File: config.mk
export PLATFORM = sky130hd
export DESIGN_NAME = regfile_param
export DESIGN_NICKNAME = d
export VERILOG_FILES = /design/src/rtl/regfile_pkg.sv /design/src/rtl/regfile_clear_fsm.sv /design/src/rtl/regfile_param.sv
export SDC_FILE = /design/constraint.sdc
export NUM_CORES = 2
export LEC_CHECK = 0
export ABC_AREA = 0
export CAP_MARGIN = 30
export CORE_MARGIN = 10
export CORE_UTILIZATION = 40
export DETAILED_ROUTE_END_ITERATION = 10
export PLACE_DENSITY = 0.6
export SYNTH_ARGS = -nofsm -noshare
export SYNTH_HDL_FRONTEND = slang
export SYNTH_SLANG_ARGS = --single-unit
export TNS_END_PERCENT = 50
File: constraint.sdc
create_clock -name clk -period 6.07 [get_ports clk]
set_clock_uncertainty 0.05 [all_clocks]
set_input_delay 0.9105 -clock clk [delete_from_list [all_inputs] [get_ports clk]]
set_output_delay 0.9105 -clock clk [all_outputs]
set_load 0.01 [all_outputs]
File: src/rtl/regfile_pkg.sv
// Shared types and defaults for the parametrised register file and its clear engine.
// The optional write-to-read forwarding is enabled by defining REGFILE_BYPASS_EN.
package regfile_pkg;

  typedef enum logic [1:0] {
    CLEAR_IDLE  = 2'd0,
    CLEAR_SWEEP = 2'd1,
    CLEAR_DONE  = 2'd2
  } clear_state_t;

  localparam int XLEN_DEF     = 32;
  localparam int DEPTH_DEF    = 32;
  localparam int NUM_RD_DEF   = 2;
  localparam int PC_W_DEF     = 8;
  localparam int LINK_REG_DEF = 31;

endpackage

File: src/rtl/regfile_clear_fsm.sv
// Sequential clear engine: walks entries 1..DEPTH-1 one per cycle and
// reports progress through clear_busy and a one-cycle clear_done pulse.
module regfile_clear_fsm
  import regfile_pkg::*;
#(
  parameter int DEPTH = DEPTH_DEF,
  parameter int AW    = $clog2(DEPTH)
) (
  input  logic          clk,
  input  logic          rst_n,
  input  logic          clear_req,
  output logic          clear_busy,
  output logic          clear_done,
  output logic          clr_we,
  output logic [AW-1:0] clr_addr
);

  localparam logic [AW-1:0] LAST_IDX = AW'(DEPTH - 1);

  clear_state_t  state, state_next;
  logic [AW-1:0] idx, idx_next;

  always_ff @(posedge clk) begin
    if (!rst_n) begin
      state <= CLEAR_IDLE;
      idx   <= '0;
    end else begin
      state <= state_next;
      idx   <= idx_next;
    end
  end

  // Entry 0 is never stored, so the sweep starts at 1 and stops at the last index.
  always_comb begin
    state_next = state;
    idx_next   = idx;
    case (state)
      CLEAR_IDLE: begin
        if (clear_req) begin
          state_next = CLEAR_SWEEP;
          idx_next   = AW'(1);
        end
      end
      CLEAR_SWEEP: begin
        if (idx == LAST_IDX) state_next = CLEAR_DONE;
        else                 idx_next   = idx + AW'(1);
      end
      CLEAR_DONE: state_next = CLEAR_IDLE;
      default:    state_next = CLEAR_IDLE;
    endcase
  end

  always_comb begin
    clear_busy = (state == CLEAR_SWEEP);
    clear_done = (state == CLEAR_DONE);
    clr_we     = (state == CLEAR_SWEEP);
    clr_addr   = idx;
  end

endmodule

File: src/rtl/regfile_param.sv
// Multi-port register file: NUM_RD async reads, data + link write ports, sweep clear.
// Define REGFILE_BYPASS_EN to forward same-cycle accepted writes onto the read ports.
module regfile_param
  import regfile_pkg::*;
#(
  parameter int XLEN     = XLEN_DEF,
  parameter int DEPTH    = DEPTH_DEF,
  parameter int NUM_RD   = NUM_RD_DEF,
  parameter int PC_W     = PC_W_DEF,
  parameter int LINK_REG = LINK_REG_DEF,
  localparam int AW      = $clog2(DEPTH)
) (
  input  logic                   clk,
  input  logic                   rst_n,
  input  logic [NUM_RD*AW-1:0]   rd_addr,
  output logic [NUM_RD*XLEN-1:0] rd_data,
  input  logic                   wr_en,
  input  logic [AW-1:0]          wr_addr,
  input  logic [XLEN-1:0]        wr_data,
  input  logic                   link_en,
  input  logic [PC_W-1:0]        link_data,
  input  logic                   clear_req,
  output logic                   clear_busy,
  output logic                   clear_done
);

  localparam logic [AW-1:0] LINK_ADDR = AW'(LINK_REG);

  logic            clr_we;
  logic [AW-1:0]   clr_addr;
  logic            link_acc;
  logic            data_acc;
  logic [XLEN-1:0] link_ext;

  logic [XLEN-1:0] mem     [1:DEPTH-1];
  logic [XLEN-1:0] rf_view [DEPTH];
  logic            ent_we  [1:DEPTH-1];
  logic [XLEN-1:0] ent_wd  [1:DEPTH-1];

  regfile_clear_fsm #(
    .DEPTH (DEPTH),
    .AW    (AW)
  ) u_clear_fsm (
    .clk        (clk),
    .rst_n      (rst_n),
    .clear_req  (clear_req),
    .clear_busy (clear_busy),
    .clear_done (clear_done),
    .clr_we     (clr_we),
    .clr_addr   (clr_addr)
  );

  assign link_ext = XLEN'(link_data);

  // Priority: sweep clear, then link port, then data port; callers stall on clear_busy.
  always_comb begin
    link_acc = link_en && !clear_busy;
    data_acc = wr_en && !clear_busy && (wr_addr != '0) &&
               !(link_acc && (wr_addr == LINK_ADDR));
    for (int i = 1; i < DEPTH; i++) begin
      ent_we[i] = 1'b0;
      ent_wd[i] = '0;
      if (clr_we && (clr_addr == AW'(i))) begin
        ent_we[i] = 1'b1;
      end else if (link_acc && (i == LINK_REG)) begin
        ent_we[i] = 1'b1;
        ent_wd[i] = link_ext;
      end else if (data_acc && (wr_addr == AW'(i))) begin
        ent_we[i] = 1'b1;
        ent_wd[i] = wr_data;
      end
    end
  end

  always_ff @(posedge clk) begin
    if (!rst_n) begin
      for (int i = 1; i < DEPTH; i++) mem[i] <= '0;
    end else begin
      for (int i = 1; i < DEPTH; i++) begin
        if (ent_we[i]) mem[i] <= ent_wd[i];
      end
    end
  end

  always_comb begin
    rf_view[0] = '0;
    for (int i = 1; i < DEPTH; i++) rf_view[i] = mem[i];
  end

  always_comb begin
    rd_data = '0;
    for (int k = 0; k < NUM_RD; k++) begin
      rd_data[k*XLEN +: XLEN] = rf_view[rd_addr[k*AW +: AW]];
`ifdef REGFILE_BYPASS_EN
      // Accepted writes never target entry 0, so address 0 can never be forwarded.
      if (link_acc && (rd_addr[k*AW +: AW] == LINK_ADDR))
        rd_data[k*XLEN +: XLEN] = link_ext;
      else if (data_acc && (rd_addr[k*AW +: AW] == wr_addr))
        rd_data[k*XLEN +: XLEN] = wr_data;
`endif
    end
  end

endmodule

Word level (Yosys, flattened, before mapping)
Memories as Yosys holds them, arrays and structs flattened.
Index checks and enable logic that the tools add are counted.
{"block": "op_classes", "n_addsub": 1, "eq_ne": 67, "mul": 0, "bitwise_logic": 33, "reduce_logical": 74, "order_cmp": 2, "n_div": 0, "mux": 263, "shifts": 0}
{"op": "$mux 32", "count": 98}
{"op": "$bmux 32 s5", "count": 2}
{"op": "$eq 5x5->1 const B", "count": 32}
{"op": "$mux 1", "count": 157}
{"op": "$eq 5x4->1 const B", "count": 16}
{"op": "$logic_and 1x1->1", "count": 67}
{"op": "$eq 5x3->1 const B", "count": 8}
{"op": "$or 1x1->1", "count": 31}
{"op": "$eq 5x2->1 const B", "count": 4}
{"op": "$ge 6x6->1 const B", "count": 2}
{"op": "$not 5->6", "count": 2}
{"op": "$eq 5x1->1 const B", "count": 2}
{"op": "$mux 5", "count": 2}
{"op": "$pmux 5 s2", "count": 1}
{"op": "$add 5x1->5 const B", "count": 1}
{"op": "$reduce_bool 5->1", "count": 1}
{"op": "$mux 2", "count": 2}
{"op": "$ne 2x2->1 const B", "count": 2}
{"op": "$pmux 2 s2", "count": 1}
{"op": "$reduce_and 3->1", "count": 1}
{"op": "$eq 2x1->1 const B", "count": 1}
{"op": "$eq 2x2->1 const B", "count": 1}
{"op": "$logic_not 1->1", "count": 2}
{"op": "$logic_not 2->1", "count": 1}
{"op": "3 further kinds", "count": 3}
{"block": "word_totals", "latch_bits": 0, "elab_cells": 443, "ram_bits": 992, "ff_bits": 7, "mem_bits_ro": 0, "mem_count": 1}
{"name": "mem", "depth": 31, "word_bits": 32, "read_ports": 31, "rd_ports_with_merged_regs": 0, "wr": 31, "line_no": "regfile_param.sv:35", "rtl": "logic [XLEN-1:0] mem [1:DEPTH-1];"}

Logic depth before layout (Yosys ltp)
{"block": "depth", "depth_word": 14, "depth_mapped": 9, "ltp_nobuf": 7}

Cells and area by module
From an unflattened synthesis, not the netlist that was laid out.
{"block": "unflattened", "cells_unflattened": 4039, "hier_area_um2": 52749.3}
{"module": "regfile_param", "seq_area_each_um2": 29788.6, "cells_each": 3996, "instances": 1, "area_per_inst_um2": 52347.7}
{"module": "regfile_clear_fsm", "seq_area_each_um2": 140.1, "cells_each": 43, "instances": 1, "area_per_inst_um2": 401.6}

Least setup slack after synthesis
OpenSTA, ideal clock, no wires.
{"block": "synth_timing", "path_type": "in2reg", "from": "in wr_addr[1]", "to": "reg, netlist name mem[0][32]", "cell_stages": 3, "t_arrival_ns": 5.295, "setup_ns": 0.533, "n_path_buf": 1, "setup_slack_ns": 0.191, "cell_sequence": "nand2b_1 -> clkbuf_1 -> o311ai_0"}
{"item": "from (decl)", "line_no": "regfile_param.sv:18", "rtl": "input logic [AW-1:0] wr_addr,"}

Worst setup path in the final report
{"block": "layout_timing", "from": "in rd_addr[1]", "to": "out rd_data[23]"}
{"block": "layout_between", "elab_chain_cells": 4}
{"item": "from (decl)", "line_no": "regfile_param.sv:15", "rtl": "input logic [NUM_RD*AW-1:0] rd_addr,"}
{"item": "$not 5->6 (not written as such)", "line_no": "regfile_param.sv:93", "rtl": "rd_data[k*XLEN +: XLEN] = rf_view[rd_addr[k*AW +: AW]];"}
{"item": "$bmux 32 s5", "line_no": "regfile_param.sv:93"}
{"item": "$mux 32 (not written as such) (2 in a row)", "line_no": "regfile_param.sv:93"}
{"item": "to (decl)", "line_no": "regfile_param.sv:16", "rtl": "output logic [NUM_RD*XLEN-1:0] rd_data,"}
Every way passes these cells. The select of a mux whose other input is x is not followed.

==> flow_metrics.env <==
export IMPL_worstSkewPairLatency_ps=720
export IMPL_drt_wl_total_mm=188
export IMPL_antenna_found_initial=15
export IMPL_ys_warn_count=0
export IMPL_worst_pin_slew_ps=1030
export IMPL_async_reset_ff_share_pct=0
export IMPL_slew_violations=0
export IMPL_first_global_vias=35000
export IMPL_place_hpwl_mm=111
export IMPL_pin_count=126
export IMPL_final_layout_size_suffix_gt1_share_pct=23.0
export IMPL_setup_tns_ps=0
export IMPL_startpoint_type="input port"
export IMPL_synth_fa_ha_area_share_pct=0.138
export IMPL_p_comb_share_pct=12.2
export IMPL_ys_types=51
export IMPL_clk_pin_slew_ps=60
export IMPL_p_total_mw=16.9
export IMPL_start_util_pct=40.2
export IMPL_critPathArrivalTime_ps=4120
export IMPL_io_buffers=125
export IMPL_synthFlopType="edfxtp_1"
export IMPL_setup_violations_final=0
export IMPL_place_gp_congestion=0.869
export IMPL_status="finished clean"
export IMPL_period_minus_slack_ps=5080
export IMPL_slew_limit_headroom_pct=31.0
export IMPL_nNetsFinal=3827
export IMPL_vias_per_cell=6.23
export IMPL_dr_pass1_iters=5
export IMPL_power_frac_clock_pct=40.6
export IMPL_root_buffer="clkbuf_16"
export IMPL_synth_compound_area_share_pct=7.24
export IMPL_grt_max_degree=93
export IMPL_synth_simple_area_share_pct=13.4
export IMPL_netSwitchingFraction_pct=25.5
export IMPL_synth_top_family_by_area="multiplexers"
export IMPL_ctsHtreeMaxLevel=3
export IMPL_tritoncts="built"
export IMPL_hold_viol=0
export IMPL_cp_required_ps=5110
export IMPL_peakVddDrop_mv=0.237
export IMPL_p_int_mw=12.6
export IMPL_synth_seq_area_share_pct=55.0
export IMPL_grt_ovfl_total=0
export IMPL_fmax_ghz=0.197
export IMPL_dieArea_um2=151000
export IMPL_numCtsBuffers=110
export IMPL_avgSynthCellArea_um2=14.5
export IMPL_syn_inst=3751
export IMPL_first_iter_violations=4376
export IMPL_dr_total_vias=35100
export IMPL_cts_buffer_depth=3
export IMPL_p_sw_mw=4.30
export IMPL_worstPathMaxFanout=32
export IMPL_cap_violations=0
export IMPL_ys_seq_elements=999
export IMPL_fillCellCount=11800
export IMPL_grt_usage_pct=24.3
export IMPL_rsz0062_at_grt="no"
export IMPL_ctsHoldBuffers=0
export IMPL_clock_sinks=999
export IMPL_area_growth_pct=14.3
export IMPL_rows=135
export IMPL_synth_xor_area_share_pct=0.0322
export IMPL_ant_nets=0
export IMPL_die_y_um=389
export IMPL_die_w_um=389
export IMPL_power_density_nw_per_um2=271
export IMPL_synth_edf_count=992
export IMPL_grt_pass1_wl_mm=265
export IMPL_hold_path_class="reg -> reg"
export IMPL_syn_nets=3817
export IMPL_critPathCaptureType="output port"
export IMPL_coreArea_um2=135000
export IMPL_wl_per_cell_um=33.3
export IMPL_netlist_area_um2=54400
export IMPL_post_cts_resized=0
export IMPL_seqPwrFrac_pct=47.2
export IMPL_post_route_period_util_pct=83.7
export IMPL_p_leak_nw=22.2
export IMPL_post_synth_mux_area_share_pct=20.8
export IMPL_path_class="in -> out"
export IMPL_drc=0
export IMPL_post_cts_buffers=0
==> kinds of logic (layout without fill, tap and decap cells) <==
kind of cell | count (synthesis) | count (layout)
buf+inv | 430 | 536
other cells | 0 | 1
compound gates | 504 | 504
flops | 999 | 999
xor+xnor | 2 | 2
simple gates | 1169 | 1169
fa+ha+maj | 6 | 6
mux | 641 | 641
==> layout make-up <==
cell class / instances / area, um^2 / share of cell area (%)
flip-flops and latches: 999 / 29900 / 48.1
multi-input cells: 2322 / 23300 / 37.4
repair buffers: 317 / 3110 / 5.00
clock buffers: 135 / 2870 / 4.61
well taps: 1781 / 2230 / 3.58
clock inverters: 73 / 742 / 1.19
inverters: 11 / 41.3 / 0.0664
diodes: 1 / 2.50 / 0.00402
==> routing by layer <==
layer  track usage [%]  share of wire, %  vias to the layer above
met5                 0             0.020                        -
met4              7.46               3.3                        6
met3              5.65                10                      316
met2              37.1                45                     1933
met1              34.1                41                    18400
li1                  -                 -                    14500
==> cells in the mapped netlist (12+ instances only) <==
library cell  number  area share (%)
buf_4             24            0.33
o22ai_1           64            0.74
o21ai_1           64            0.59
a211oi_1          66            0.91
mux2_2            64             1.3
edfxtp_1         992              55
mux2i_1          193             3.6
o31ai_1           64            0.88
nor3_1            12            0.11
a22o_1           192             3.1
nor2_1            26            0.18
clkbuf_1         303             2.1
nand2_1           16            0.11
mux4_2           384              16
buf_2             75            0.69
and2_1          1054              12
o221ai_1          19            0.31
nand2b_1          15            0.17
==> flip-flops by register name, summed over array words and instances, names as in the netlist <==
name / cells
u_clear_fsm.state: 2
u_clear_fsm.clr_addr: 5
mem: 992
==> worst max-delay path, stage by stage <==
cell             delay, ps
buf_4                  370
buf_4                  660
mux2_2                 410
a22o_1                 170
a211oi_1               660
o31ai_1                200
clkdlybuf4s50_1        630
==> path summary, 6_finish.rpt <==
check | from | end | slack (ps) | cells after the start
worst max-delay path | rd_addr[1] | rd_data[23] | 990 | 7
worst min-delay path | u_clear_fsm.clr_addr[1]$_SDFFE_PN0P_ | u_clear_fsm.clr_addr[1]$_SDFFE_PN0P_ | 490 | 2
worst max register to register | u_clear_fsm.state[1]$_SDFFE_PN0P_ | mem[0][244]$_SDFFCE_PP0P_ | 2570 | 5
worst min register to register | u_clear_fsm.clr_addr[1]$_SDFFE_PN0P_ | u_clear_fsm.clr_addr[1]$_SDFFE_PN0P_ | 490 | 2
==> power groups by stage <==
stage	Clock (mW)	Sequential, mW	Combinational (mW)
CTS	6.93	7.97	2.03
global route	7.18	8.00	2.12
floorplan	0	8.08	1.16
finish	6.86	7.97	2.05
global placement	0	8.10	1.99
detailed placement	0	8.11	2.03
==> through the flow <==
step | instances | area [um^2] | hold slack (ps) | util, % | worst slack [ps]
2_1_floorplan | 3751 | 54400 | 441 | - | 191
3_3_place_gp | 5406 | 58100 | 472 | 43.0 | 1040
3_5_place_dp | 5427 | 58500 | 475 | 43.2 | 1030
4_1_cts | 5635 | 62100 | 485 | 45.9 | 1020
5_1_grt | 5638 | 62200 | 514 | 46.0 | 944
6_report | 5639 | 62200 | 493 | 46.0 | 987
==> layout by cell type (no fill, tap or decap), types with 23 or more instances in the layout <==
| cell type | n |
|---|---|
| and2_1 | 1052 |
| edfxtp_1 | 992 |
| mux4_2 | 384 |
| mux2i_1 | 193 |
| a22o_1 | 192 |
| buf_4 | 162 |
| clkdlybuf4s50_1 | 114 |
| clkbuf_16 | 111 |
| a211oi_1 | 66 |
| mux2_2 | 64 |
| o22ai_1 | 64 |
| o21ai_1 | 64 |
| o31ai_1 | 64 |
| clkinv_2 | 25 |
| nor2_1 | 24 |
| clkbuf_1 | 24 |
| clkinv_1 | 23 |
Power figures use the tool's default switching activity.
